`src/rtl/md5_pkg.sv`:
```
// Shared MD5 constants: sine table, rotate amounts, IV words and the FSM state type.
package md5_pkg;

  typedef enum logic {IDLE, RUN} state_t;

  localparam logic [31:0] IV_A = 32'h67452301;
  localparam logic [31:0] IV_B = 32'hefcdab89;
  localparam logic [31:0] IV_C = 32'h98badcfe;
  localparam logic [31:0] IV_D = 32'h10325476;

  localparam logic [31:0] K [0:63] = '{
    32'hd76aa478, 32'he8c7b756, 32'h242070db, 32'hc1bdceee,
    32'hf57c0faf, 32'h4787c62a, 32'ha8304613, 32'hfd469501,
    32'h698098d8, 32'h8b44f7af, 32'hffff5bb1, 32'h895cd7be,
    32'h6b901122, 32'hfd987193, 32'ha679438e, 32'h49b40821,
    32'hf61e2562, 32'hc040b340, 32'h265e5a51, 32'he9b6c7aa,
    32'hd62f105d, 32'h02441453, 32'hd8a1e681, 32'he7d3fbc8,
    32'h21e1cde6, 32'hc33707d6, 32'hf4d50d87, 32'h455a14ed,
    32'ha9e3e905, 32'hfcefa3f8, 32'h676f02d9, 32'h8d2a4c8a,
    32'hfffa3942, 32'h8771f681, 32'h6d9d6122, 32'hfde5380c,
    32'ha4beea44, 32'h4bdecfa9, 32'hf6bb4b60, 32'hbebfbc70,
    32'h289b7ec6, 32'heaa127fa, 32'hd4ef3085, 32'h04881d05,
    32'hd9d4d039, 32'he6db99e5, 32'h1fa27cf8, 32'hc4ac5665,
    32'hf4292244, 32'h432aff97, 32'hab9423a7, 32'hfc93a039,
    32'h655b59c3, 32'h8f0ccc92, 32'hffeff47d, 32'h85845dd1,
    32'h6fa87e4f, 32'hfe2ce6e0, 32'ha3014314, 32'h4e0811a1,
    32'hf7537e82, 32'hbd3af235, 32'h2ad7d2bb, 32'heb86d391
  };

  localparam logic [4:0] S [0:63] = '{
    5'd7, 5'd12, 5'd17, 5'd22, 5'd7, 5'd12, 5'd17, 5'd22,
    5'd7, 5'd12, 5'd17, 5'd22, 5'd7, 5'd12, 5'd17, 5'd22,
    5'd5, 5'd9,  5'd14, 5'd20, 5'd5, 5'd9,  5'd14, 5'd20,
    5'd5, 5'd9,  5'd14, 5'd20, 5'd5, 5'd9,  5'd14, 5'd20,
    5'd4, 5'd11, 5'd16, 5'd23, 5'd4, 5'd11, 5'd16, 5'd23,
    5'd4, 5'd11, 5'd16, 5'd23, 5'd4, 5'd11, 5'd16, 5'd23,
    5'd6, 5'd10, 5'd15, 5'd21, 5'd6, 5'd10, 5'd15, 5'd21,
    5'd6, 5'd10, 5'd15, 5'd21, 5'd6, 5'd10, 5'd15, 5'd21
  };

  function automatic logic [31:0] rotl32(input logic [31:0] x, input logic [4:0] n);
    return (x << n) | (x >> (6'd32 - {1'b0, n}));
  endfunction

endpackage

```
`src/rtl/md5_step.sv`:
```
// One combinational MD5 step: round function, message word select, rotate and shuffle.
module md5_step
  import md5_pkg::*;
(
  input  logic [5:0]   idx,
  input  logic [31:0]  a,
  input  logic [31:0]  b,
  input  logic [31:0]  c,
  input  logic [31:0]  d,
  input  logic [511:0] block,
  output logic [31:0]  a_new,
  output logic [31:0]  b_new,
  output logic [31:0]  c_new,
  output logic [31:0]  d_new
);

  logic [3:0]  i;
  logic [3:0]  g;
  logic [31:0] f;
  logic [31:0] m;
  logic [31:0] sum;
  logic [31:0] t;

  assign i = idx[3:0];

  // Round-dependent boolean function and message word index; 4-bit math gives mod 16.
  always_comb begin
    // NOTE: every always_comb output gets a default first so no path can infer a latch.
    f = '0;
    g = i;
    case (idx[5:4])
      2'd0: begin f = (b & c) | (~b & d); g = i;                  end
      2'd1: begin f = (b & d) | (c & ~d); g = i * 4'd5 + 4'd1;    end
      2'd2: begin f = b ^ c ^ d;          g = i * 4'd3 + 4'd5;    end
      default: begin f = c ^ (b | ~d);    g = i * 4'd7;           end
    endcase
  end

  // Accumulate, rotate, then shift the working words along.
  always_comb begin
    m     = block[{g, 5'd0} +: 32];
    sum   = a + f + K[idx] + m;
    t     = rotl32(sum, S[idx]);
    a_new = d;
    b_new = b + t;
    c_new = b;
    d_new = c;
  end

endmodule

```
`src/rtl/md5_block_engine.sv`:
```
// Iterative MD5 compression: STEPS_PER_CYCLE chained steps per clock, start/busy/done handshake.
module md5_block_engine
  import md5_pkg::*;
#(
  parameter int STEPS_PER_CYCLE = 1
) (
  input  logic         clk,
  input  logic         rst,
  input  logic         start,
  input  logic         use_iv,
  input  logic [511:0] indata,
  input  logic [127:0] link_var,
  output logic         busy,
  output logic         done,
  output logic [127:0] digest
);

  localparam bit LEGAL = (STEPS_PER_CYCLE == 1) || (STEPS_PER_CYCLE == 2) ||
                         (STEPS_PER_CYCLE == 4) || (STEPS_PER_CYCLE == 8) ||
                         (STEPS_PER_CYCLE == 16);

  generate
    if (!LEGAL) begin : g_illegal_steps
      $error("md5_block_engine: STEPS_PER_CYCLE must be 1, 2, 4, 8 or 16");
    end
  endgenerate

  localparam logic [5:0] LAST_CNT = 6'(64 - STEPS_PER_CYCLE);
  localparam logic [5:0] STEP_INC = 6'(STEPS_PER_CYCLE);

  state_t       state, state_next;
  logic [5:0]   cnt;
  logic [511:0] block;
  logic [31:0]  a, b, c, d;
  logic [31:0]  sa, sb, sc, sd;
  logic         accept;
  logic         last;
  logic [127:0] chain_in;

  logic [31:0] ca [0:STEPS_PER_CYCLE];
  logic [31:0] cb [0:STEPS_PER_CYCLE];
  logic [31:0] cc [0:STEPS_PER_CYCLE];
  logic [31:0] cd [0:STEPS_PER_CYCLE];

  assign chain_in = use_iv ? {IV_D, IV_C, IV_B, IV_A} : link_var;

  assign ca[0] = a;
  assign cb[0] = b;
  assign cc[0] = c;
  assign cd[0] = d;

  generate
    for (genvar k = 0; k < STEPS_PER_CYCLE; k++) begin : g_step
      md5_step u_step (
        .idx   (cnt + 6'(k)),
        .a     (ca[k]),
        .b     (cb[k]),
        .c     (cc[k]),
        .d     (cd[k]),
        .block (block),
        .a_new (ca[k+1]),
        .b_new (cb[k+1]),
        .c_new (cc[k+1]),
        .d_new (cd[k+1])
      );
    end
  endgenerate

  // State register.
  always_ff @(posedge clk) begin
    // NOTE: sequential state uses non-blocking assignments so all registers update together.
    if (rst) state <= IDLE;
    else     state <= state_next;
  end

  // Next-state logic plus the accept / last-edge strobes and busy.
  always_comb begin
    state_next = state;
    busy       = 1'b0;
    accept     = 1'b0;
    last       = 1'b0;
    case (state)
      IDLE: begin
        if (start) begin
          accept     = 1'b1;
          state_next = RUN;
        end
      end
      RUN: begin
        busy = 1'b1;
        if (cnt == LAST_CNT) begin
          last       = 1'b1;
          state_next = IDLE;
        end
      end
      default: state_next = IDLE;
    endcase
  end

  // Block, working, save registers and counter; feed-forward add on the last edge.
  always_ff @(posedge clk) begin
    if (rst) begin
      cnt    <= '0;
      block  <= '0;
      {d, c, b, a}     <= '0;
      {sd, sc, sb, sa} <= '0;
      digest <= '0;
      done   <= 1'b0;
    end else begin
      done <= last;
      if (accept) begin
        cnt              <= '0;
        block            <= indata;
        {d, c, b, a}     <= chain_in;
        {sd, sc, sb, sa} <= chain_in;
      end else if (state == RUN) begin
        cnt <= cnt + STEP_INC;
        a   <= ca[STEPS_PER_CYCLE];
        b   <= cb[STEPS_PER_CYCLE];
        c   <= cc[STEPS_PER_CYCLE];
        d   <= cd[STEPS_PER_CYCLE];
        if (last) begin
          digest <= {sd + cd[STEPS_PER_CYCLE], sc + cc[STEPS_PER_CYCLE],
                     sb + cb[STEPS_PER_CYCLE], sa + ca[STEPS_PER_CYCLE]};
        end
      end
    end
  end

endmodule

```
`config.mk`:
```
export PLATFORM = sky130hd
export DESIGN_NAME = md5_block_engine
export DESIGN_NICKNAME = d
export VERILOG_FILES = /design/src/rtl/md5_pkg.sv /design/src/rtl/md5_step.sv /design/src/rtl/md5_block_engine.sv
export SDC_FILE = /design/constraint.sdc
export NUM_CORES = 2
export LEC_CHECK = 0
export ABC_AREA = 1
export CAP_MARGIN = 20
export CORE_MARGIN = 2
export CORE_UTILIZATION = 44
export DETAILED_ROUTE_END_ITERATION = 7
export HOLD_SLACK_MARGIN = 0.02
export PLACE_DENSITY = 0.75
export SLEW_MARGIN = 0
export SYNTH_ARGS = -nofsm -noshare
export SYNTH_HDL_FRONTEND = slang
export SYNTH_SLANG_ARGS = --single-unit
```
`constraint.sdc`:
```
create_clock -name clk -period 10.55 [get_ports clk]
set_input_delay 1.5825 -clock clk [delete_from_list [all_inputs] [get_ports clk]]
set_output_delay 1.5825 -clock clk [all_outputs]
set_load 0.005 [all_outputs]
```
# --- Yosys cells after proc, flatten, opt, wreduce, memory -nomap -nowiden ---
# Memory sizes are Yosys's and may differ from the RTL's.
# Index checks and enable logic that the tools add are counted.
classes:
  add_sub_neg: 12
  n_mul: 3
  n_div: 0
  magnitude_cmp: 1
  n_eq_ne: 3
  n_shift: 3
  mux: 22
  bitwise: 16
  reduce_logical: 4
op_table:
  columns: ["cell", "count"]
  rows:
  - ["512-bit by 10-bit variable part select with 32-bit output", 1]
  - ["32-bit two-way mux", 10]
  - ["32-bit adder", 8]
  - ["32-bit AND", 4]
  - ["128-bit two-way mux", 1]
  - ["32-bit OR", 4]
  - ["32-bit case mux with 3 select lines", 1]
  - ["32-bit bitwise XOR", 3]
  - ["32-bit NOT", 2]
  - ["32-bit by 5-bit << shifter with 32-bit output", 1]
  - ["32-bit by 6-bit >> shifter with 32-bit output", 1]
  - ["4-bit case mux with 3 select lines", 1]
  - ["5-bit two-way mux", 2]
  - ["4-bit by 3-bit multiplier with 4-bit output, second input constant", 2]
  - ["7-bit >= comparator, second input constant", 1]
  - ["6-bit NOT with 7-bit output", 1]
  - ["6-bit by 1-bit adder with 6-bit output, second input constant", 1]
  - ["6-bit equality test, second input constant", 1]
  - ["1-bit two-way mux", 6]
  - ["6-bit by 5-bit subtractor with 6-bit output, first input constant", 1]
  - ["4-bit by 1-bit adder with 4-bit output, second input constant", 1]
  - ["4-bit by 3-bit adder with 4-bit output, second input constant", 1]
  - ["4-bit by 2-bit multiplier with 4-bit output, second input constant", 1]
  - ["3-bit AND reduction", 1]
  - ["7 further kinds", 8]
word_totals:
  regBits: 904
  latchBits: 0
  mem_bits_rw: 0
  mem_bits_ro: 2368
  memories: 2
memory_table:
  columns: ["memory", "words", "width", "rd", "rd_ports_with_merged_regs", "wr", "line", "rtl"]
  rows:
  - ["(no name shown)", 64, 32, 1, 0, 0, "md5_step.sv:42", "sum = a + f + K[idx] + m;"]
  - ["(no name shown)", 64, 5, 1, 0, 0, "md5_step.sv:43", "t = rotl32(sum, S[idx]);"]

# --- Logic depth before layout (Yosys ltp) ---
depth:
  word_depth: 12
  ltp_mapped: 70
  mapped_depth_nobuf: 67

# --- By module ---
# A second synthesis with hierarchy kept.
unflattened:
  cells_unflattened: 9311
  area_unflattened_um2: 59015.4
modules_own_cells:
  columns: ["module", "n_inst", "cells_per_inst", "area_per_inst_um2", "seq_area_each_um2"]
  rows:
  - ["md5_block_engine", 1, 5856, 40216.1, 18097.4]
  - ["md5_step", 1, 3455, 18799.3, 0.0]

# --- Worst setup path after synthesis ---
# OpenSTA, ideal clock, no wires.
synth_timing:
  path_kind: "reg-to-reg"
  startpoint: "register cnt[2]"
  endpoint: "register digest[63]"
  t_arrival_ns: 9.692
  required_ns: 10.437
  setup_slack_ns: 0.745
  stages_incl_launch_ff: 64
  synth_period_minus_slack_ns: 9.805
  path_cell_list: "dfxtp_1 > inv_1 > buf_2 > buf_1 > fa_1 > inv_1 > ha_1 > xor2_1 > a21oi_1 > o21ai_0 > nand2_1 > inv_2 > clkbuf_1 > nand3_1 > nand2_1 > fa_1 > fa_1 > ha_1 > (+28 left out) > o21ai_1 > a21boi_1 > o21ai_1 > nand2_1 > nand2_1 > nand2_1 > and2_1 > ha_1 > nand2_1 > nor2_1 > inv_1 > nor2_1 > nand4_1 > o2111ai_1 > xor2_1 > nand3_1 > nand3_1 > nand2_1"
synth_between:
  elab_chain_len: 10
synth_rtl:
  columns: ["element", "line", "rtl"]
  rows:
  - ["from (decl)", "md5_block_engine.sv:32", "logic [5:0] cnt;"]
  - ["from (signal assigned)", "md5_block_engine.sv:117", "cnt <= cnt + STEP_INC;"]
  - ["branches (longest 10 deep; another with 32-bit adder)", null, null]
  - ["to (signal assigned)", "md5_block_engine.sv:123", "digest <= {sd + cd[STEPS_PER_CYCLE], sc + cc[STEPS_PER_CYCLE],"]
  - ["to (decl)", "md5_block_engine.sv:15", "output logic [127:0] digest"]
# Several ways; the timed one is not identified. The select of a mux whose other input is x is not followed.
# A chain may end at the register's enable or synchronous reset.

# --- Final worst setup path ---
layout_timing:
  startpoint: "register cnt[0]"
  endpoint: "register digest[63]"
# The elaborated chain is that of the path after synthesis.

==> impl_results.rst <==
.. list-table::
   :header-rows: 1

   * - Metric
     - Value
   * - Shortest period the worst path allows
     - approximately 9.9 ns
   * - Hold-fix buffers at CTS
     - 0
   * - Max-slew violation count
     - 0
   * - R2r setup slk
     - about 0.69 ns
   * - Count of cell types in the netlist
     - 69
   * - H-tree depth reported by CTS
     - 3
   * - Number of DRC markers in iteration 0
     - between 6k and 7k
   * - Total stage count of the critical path
     - 62
   * - Synthesized area divided by synthesized cell count
     - between 7 and 8 sq um
   * - Async SR Flop Fraction
     - 0
   * - Post-detailed-route count of antenna-violating nets
     - 0
   * - Height of the chip
     - 351.9 microns
   * - Synthesized-area fraction occupied by ao, oa, aoi and oai cells
     - 0.2693
   * - Category of the worst setup path launch point
     - flop
   * - Fraction of post-synthesis cell area in the top cell type by area
     - 0.3399
   * - Post-detailed-route DRC marker count
     - 0
   * - Combinational family with the most area after synthesis
     - compound AO/OA/AOI/OAI gates
   * - # nets final
     - 9252
   * - Worst R2R Start
     - cnt[0]
   * - Mapped Nets
     - between 8k and 9k
   * - Worst r2r path cells
     - 62
   * - Number of enable-type register cells in the synthesized netlist
     - 0
   * - Clock transition time at the flip-flop clock pins of the worst setup and hold paths
     - 0.06 ns
   * - CTS Buffer Depth
     - 3
   * - Skew-Pair Late Insertion Delay
     - 0.74 ns
   * - TritonCTS clock tree
     - done
   * - Hold Slack
     - approximately 0.45 ns
   * - Simple-gate portion of the synthesized area
     - 0.2037
   * - Setup Crit Path Kind
     - reg2reg
   * - Source of the worst hold timing path
     - digest[93]
   * - FP Rows
     - 127
   * - Routed WL per cell
     - 24.61 microns
   * - Global route overflow
     - 0
   * - Clk sinks
     - ~900
   * - Maximum fanout encountered on the critical timing path
     - 17
   * - Count of vias placed by the detailed router
     - just under 60k
   * - Multiplexer share of the synthesized area
     - 0.0005640
   * - Crit path max-delay cell type
     - sky130_fd_sc_hd__fa_1
   * - Share of the synthesized netlist area taken by xor and xnor gates
     - 0.02176
   * - CP required
     - 11.16 ns
   * - Number of buffers created by CTS
     - a little under 100
   * - Initial Utilization
     - 0.4438
   * - Clock Tree Root
     - sky130_fd_sc_hd__clkbuf_16
   * - Area of the core
     - 120000 sq um
   * - Aggregate negative setup slack
     - 0 ns
   * - Yosys warning total
     - 0
   * - Largest area contributor in the netlist
     - sky130_fd_sc_hd__dfxtp_1
   * - Number of global-route vias before repair
     - 55.26k
   * - Detailed Routing Iterations Pass 1
     - 7
   * - Final setup violation count
     - 0
   * - Worst voltage drop across the vdd grid
     - a little over 0.0002 V
   * - Cell Area, Synth
     - 53240 sq um
   * - Pin slew with the least headroom to its limit
     - ~1.3 ns
   * - Cell family contributing the most delay on the critical path
     - simple AND/OR/NAND/NOR gates
   * - Post-route clock period utilization
     - 0.9349
   * - Global-route wire length before repair
     - 354.6 mm
   * - Fraction of final layout cells sized beyond drive strength 1
     - 0.09407
   * - Number of stages on the worst hold path
     - 1
   * - Vias per inst
     - 5.860
   * - Initial antenna violation count
     - 14
   * - Number of top-level pins
     - between 700 and 800
   * - Final hold violation count
     - 0
   * - FF+latch count, synth
     - 904
   * - RePlAce Congestion
     - 1.084
   * - Cell with the most instances on the worst path
     - sky130_fd_sc_hd__nand2_1
   * - Maximum clock rate
     - 101.4 MHz
   * - Placed wire-length estimate
     - between 150 and 200 mm
   * - P_leak
     - roughly 30 nW
   * - Data arrival time at the worst-slack endpoint
     - approximately 10 ns
   * - Share of the yosys chip area belonging to registers
     - 0.3399
   * - Count of input and output buffers
     - just under 800
   * - Setup WS post-layout
     - between 0.6 and 0.7 ns
   * - Max stage delay on crit path
     - 0.53 ns
   * - Setup Slack @ Placement
     - ~0.029 ns
   * - Die outline width
     - 351.9 microns
   * - Kind of capture point of the worst setup path
     - flop
   * - Top FF cell, synth
     - sky130_fd_sc_hd__dfxtp_1
   * - Buffers plus inverters on the worst setup path
     - 11
   * - Worst reg2reg path endpoint
     - digest[63]
   * - Outcome
     - finished, final reports clean
   * - Capture endpoint of the worst hold path
     - digest[93]
   * - Type of the worst min-delay path
     - reg2reg
   * - Die Outline Area
     - roughly 120000 sq um
   * - Maxcap violations
     - 0
   * - Arithmetic-cell share of the synthesized area counting full adders, half adders and majority gates
     - 0.07717
   * - Cells taking the most area after synthesis
     - sky130_fd_sc_hd__dfxtp_1, sky130_fd_sc_hd__nand2_1, sky130_fd_sc_hd__o21ai_0
   * - Layout Area Growth over Synthesis
     - 29.38%
   * - Largest net degree at the start of global routing
     - ~240
   * - Total length of routed wires
     - between 200 and 250 mm
   * - Setup skew after layout
     - about 0.084 ns
   * - Cell count after synthesis
     - approximately 7.5k
   * - Worst slew margin relative to its limit
     - 0.1194
   * - Pwr dens
     - 222.2 nW/um^2
   * - GRT Total Usage
     - 0.3817
## through the flow
| stage | cells | area (sq um) | util | power [mW] |
|---|---|---|---|---|
| 2_1_floorplan | 7453 | 53240 | - | 7.963 |
| 3_3_place_gp | 9821 | 64740 | 0.5397 | 11.37 |
| 3_5_place_dp | 9823 | 64750 | 0.5398 | 11.43 |
| 4_1_cts | 9999 | 68160 | 0.5681 | 15.03 |
| 5_1_grt | 10020 | 68880 | 0.5741 | 16.17 |
| 6_report | 10030 | 68890 | 0.5742 | 15.30 |
## logic make-up (layout without fill, tap and decap cells)
family                     count (synthesis)  count (layout)
other                                      0              17
and+or+nand+nor                         2609            2609
DFF                                      904             904
AOI/OAI and AO/OA                       2311            2311
buffers and inverters                   1211            2156
adders and majority gates                287             287
muxes                                      3               3
xor gates and xnor gates                 128             128
## worst max path at each step
stage | endpoint | slack, ns | startpoint
2_1_floorplan | digest[63] | 0.74 | cnt[2]
3_3_place_gp | digest[59] | 0.17 | cnt[0]
3_5_place_dp | digest[59] | 0.03 | cnt[0]
4_1_cts | digest[59] | 0.02 | cnt[0]
5_1_grt | digest[63] | -0.04 | cnt[0]
6_report | digest[63] | 0.69 | cnt[0]
## worst reg2reg max path: cells and delay by family (launching register included)
kind	cells	cell delay [ns]
AO/OA/AOI/OAI	15	2.22
XOR/XNOR	1	0.21
flip-flops	1	0.34
AND/OR/NAND/NOR	27	2.90
buffers and inverters	11	1.27
adder cells (fa/ha/maj)	8	2.83
## sequential cells by signal, summed over array words and instances, names as in the netlist
name    count
c          32
d          32
sd         32
sa         32
state       1
done        1
sc         32
digest    128
block     512
sb         32
b          32
a          32
cnt         6
## report_power, final
| part | internal [mW] | total (mW) | switching (mW) |
|---|---|---|---|
| clock network | 2.08 | 3.62 | 1.54 |
| logic | 3.27 | 7.74 | 4.47 |
| registers | 3.64 | 3.95 | 0.302 |
## timing repair
action / 4_1_cts / 5_1_grt
gates resized for setup: 0 / 127
setup endpoints to repair: 0 / 19
buffers inserted: 0 / 5
## placed cells by master, fill, tap and decap left out, types with 36 or more instances in the layout
master / count
sky130_fd_sc_hd__clkdlybuf4s50_1: 771
sky130_fd_sc_hd__dfxtp_1: 900
sky130_fd_sc_hd__o32ai_1: 56
sky130_fd_sc_hd__nand3_2: 36
sky130_fd_sc_hd__nand2_1: 1655
sky130_fd_sc_hd__clkbuf_16: 100
sky130_fd_sc_hd__xnor2_1: 66
sky130_fd_sc_hd__a22oi_1: 62
sky130_fd_sc_hd__buf_4: 401
sky130_fd_sc_hd__xor2_1: 57
sky130_fd_sc_hd__a21oi_1: 405
sky130_fd_sc_hd__inv_1: 755
sky130_fd_sc_hd__a22o_1: 263
sky130_fd_sc_hd__nor3_1: 44
sky130_fd_sc_hd__nor2_1: 319
sky130_fd_sc_hd__nand3_1: 398
sky130_fd_sc_hd__a221oi_1: 37
sky130_fd_sc_hd__ha_1: 212
sky130_fd_sc_hd__o21ai_1: 38
sky130_fd_sc_hd__fa_1: 69
sky130_fd_sc_hd__a31oi_1: 40
sky130_fd_sc_hd__o211ai_1: 292
sky130_fd_sc_hd__o21ai_0: 932
## cell usage after synthesis, drive strengths merged, types with 66 or more instances
master / instances
a21oi: 415
a22o: 263
buf: 85
clkbuf: 351
dfxtp: 904
fa: 69
ha: 218
inv: 774
nand2: 1690
nand3: 437
nor2: 341
o211ai: 292
o21ai: 983
xnor2: 66
## routing by layer
metal,global-route usage,share of wire,routed length (microns),vias to the layer above
li1,-,-,-,27260
met1,0.4654,0.38,94540,27680
met2,0.6195,0.45,111600,3082
met3,0.06361,0.087,21490,738
met4,0.2542,0.077,19120,2
met5,0,0.000053,13,-
## cell type report
| cell class | instances | area, sq um |
|---|---|---|
| clock inverter | 43 | 588.1 |
| timing repair inverter | 2 | 17.52 |
| antenna | 17 | 42.54 |
| timing repair buffer | 1203 | 11310 |
| sequential | 904 | 18100 |
| inverter | 775 | 2950 |
| clock buffer | 133 | 2813 |
| tap | 1612 | 2017 |
| multi-input combinational | 5338 | 31040 |
| fill | 11310 | 51090 |
Power figures use the tool's default switching activity.
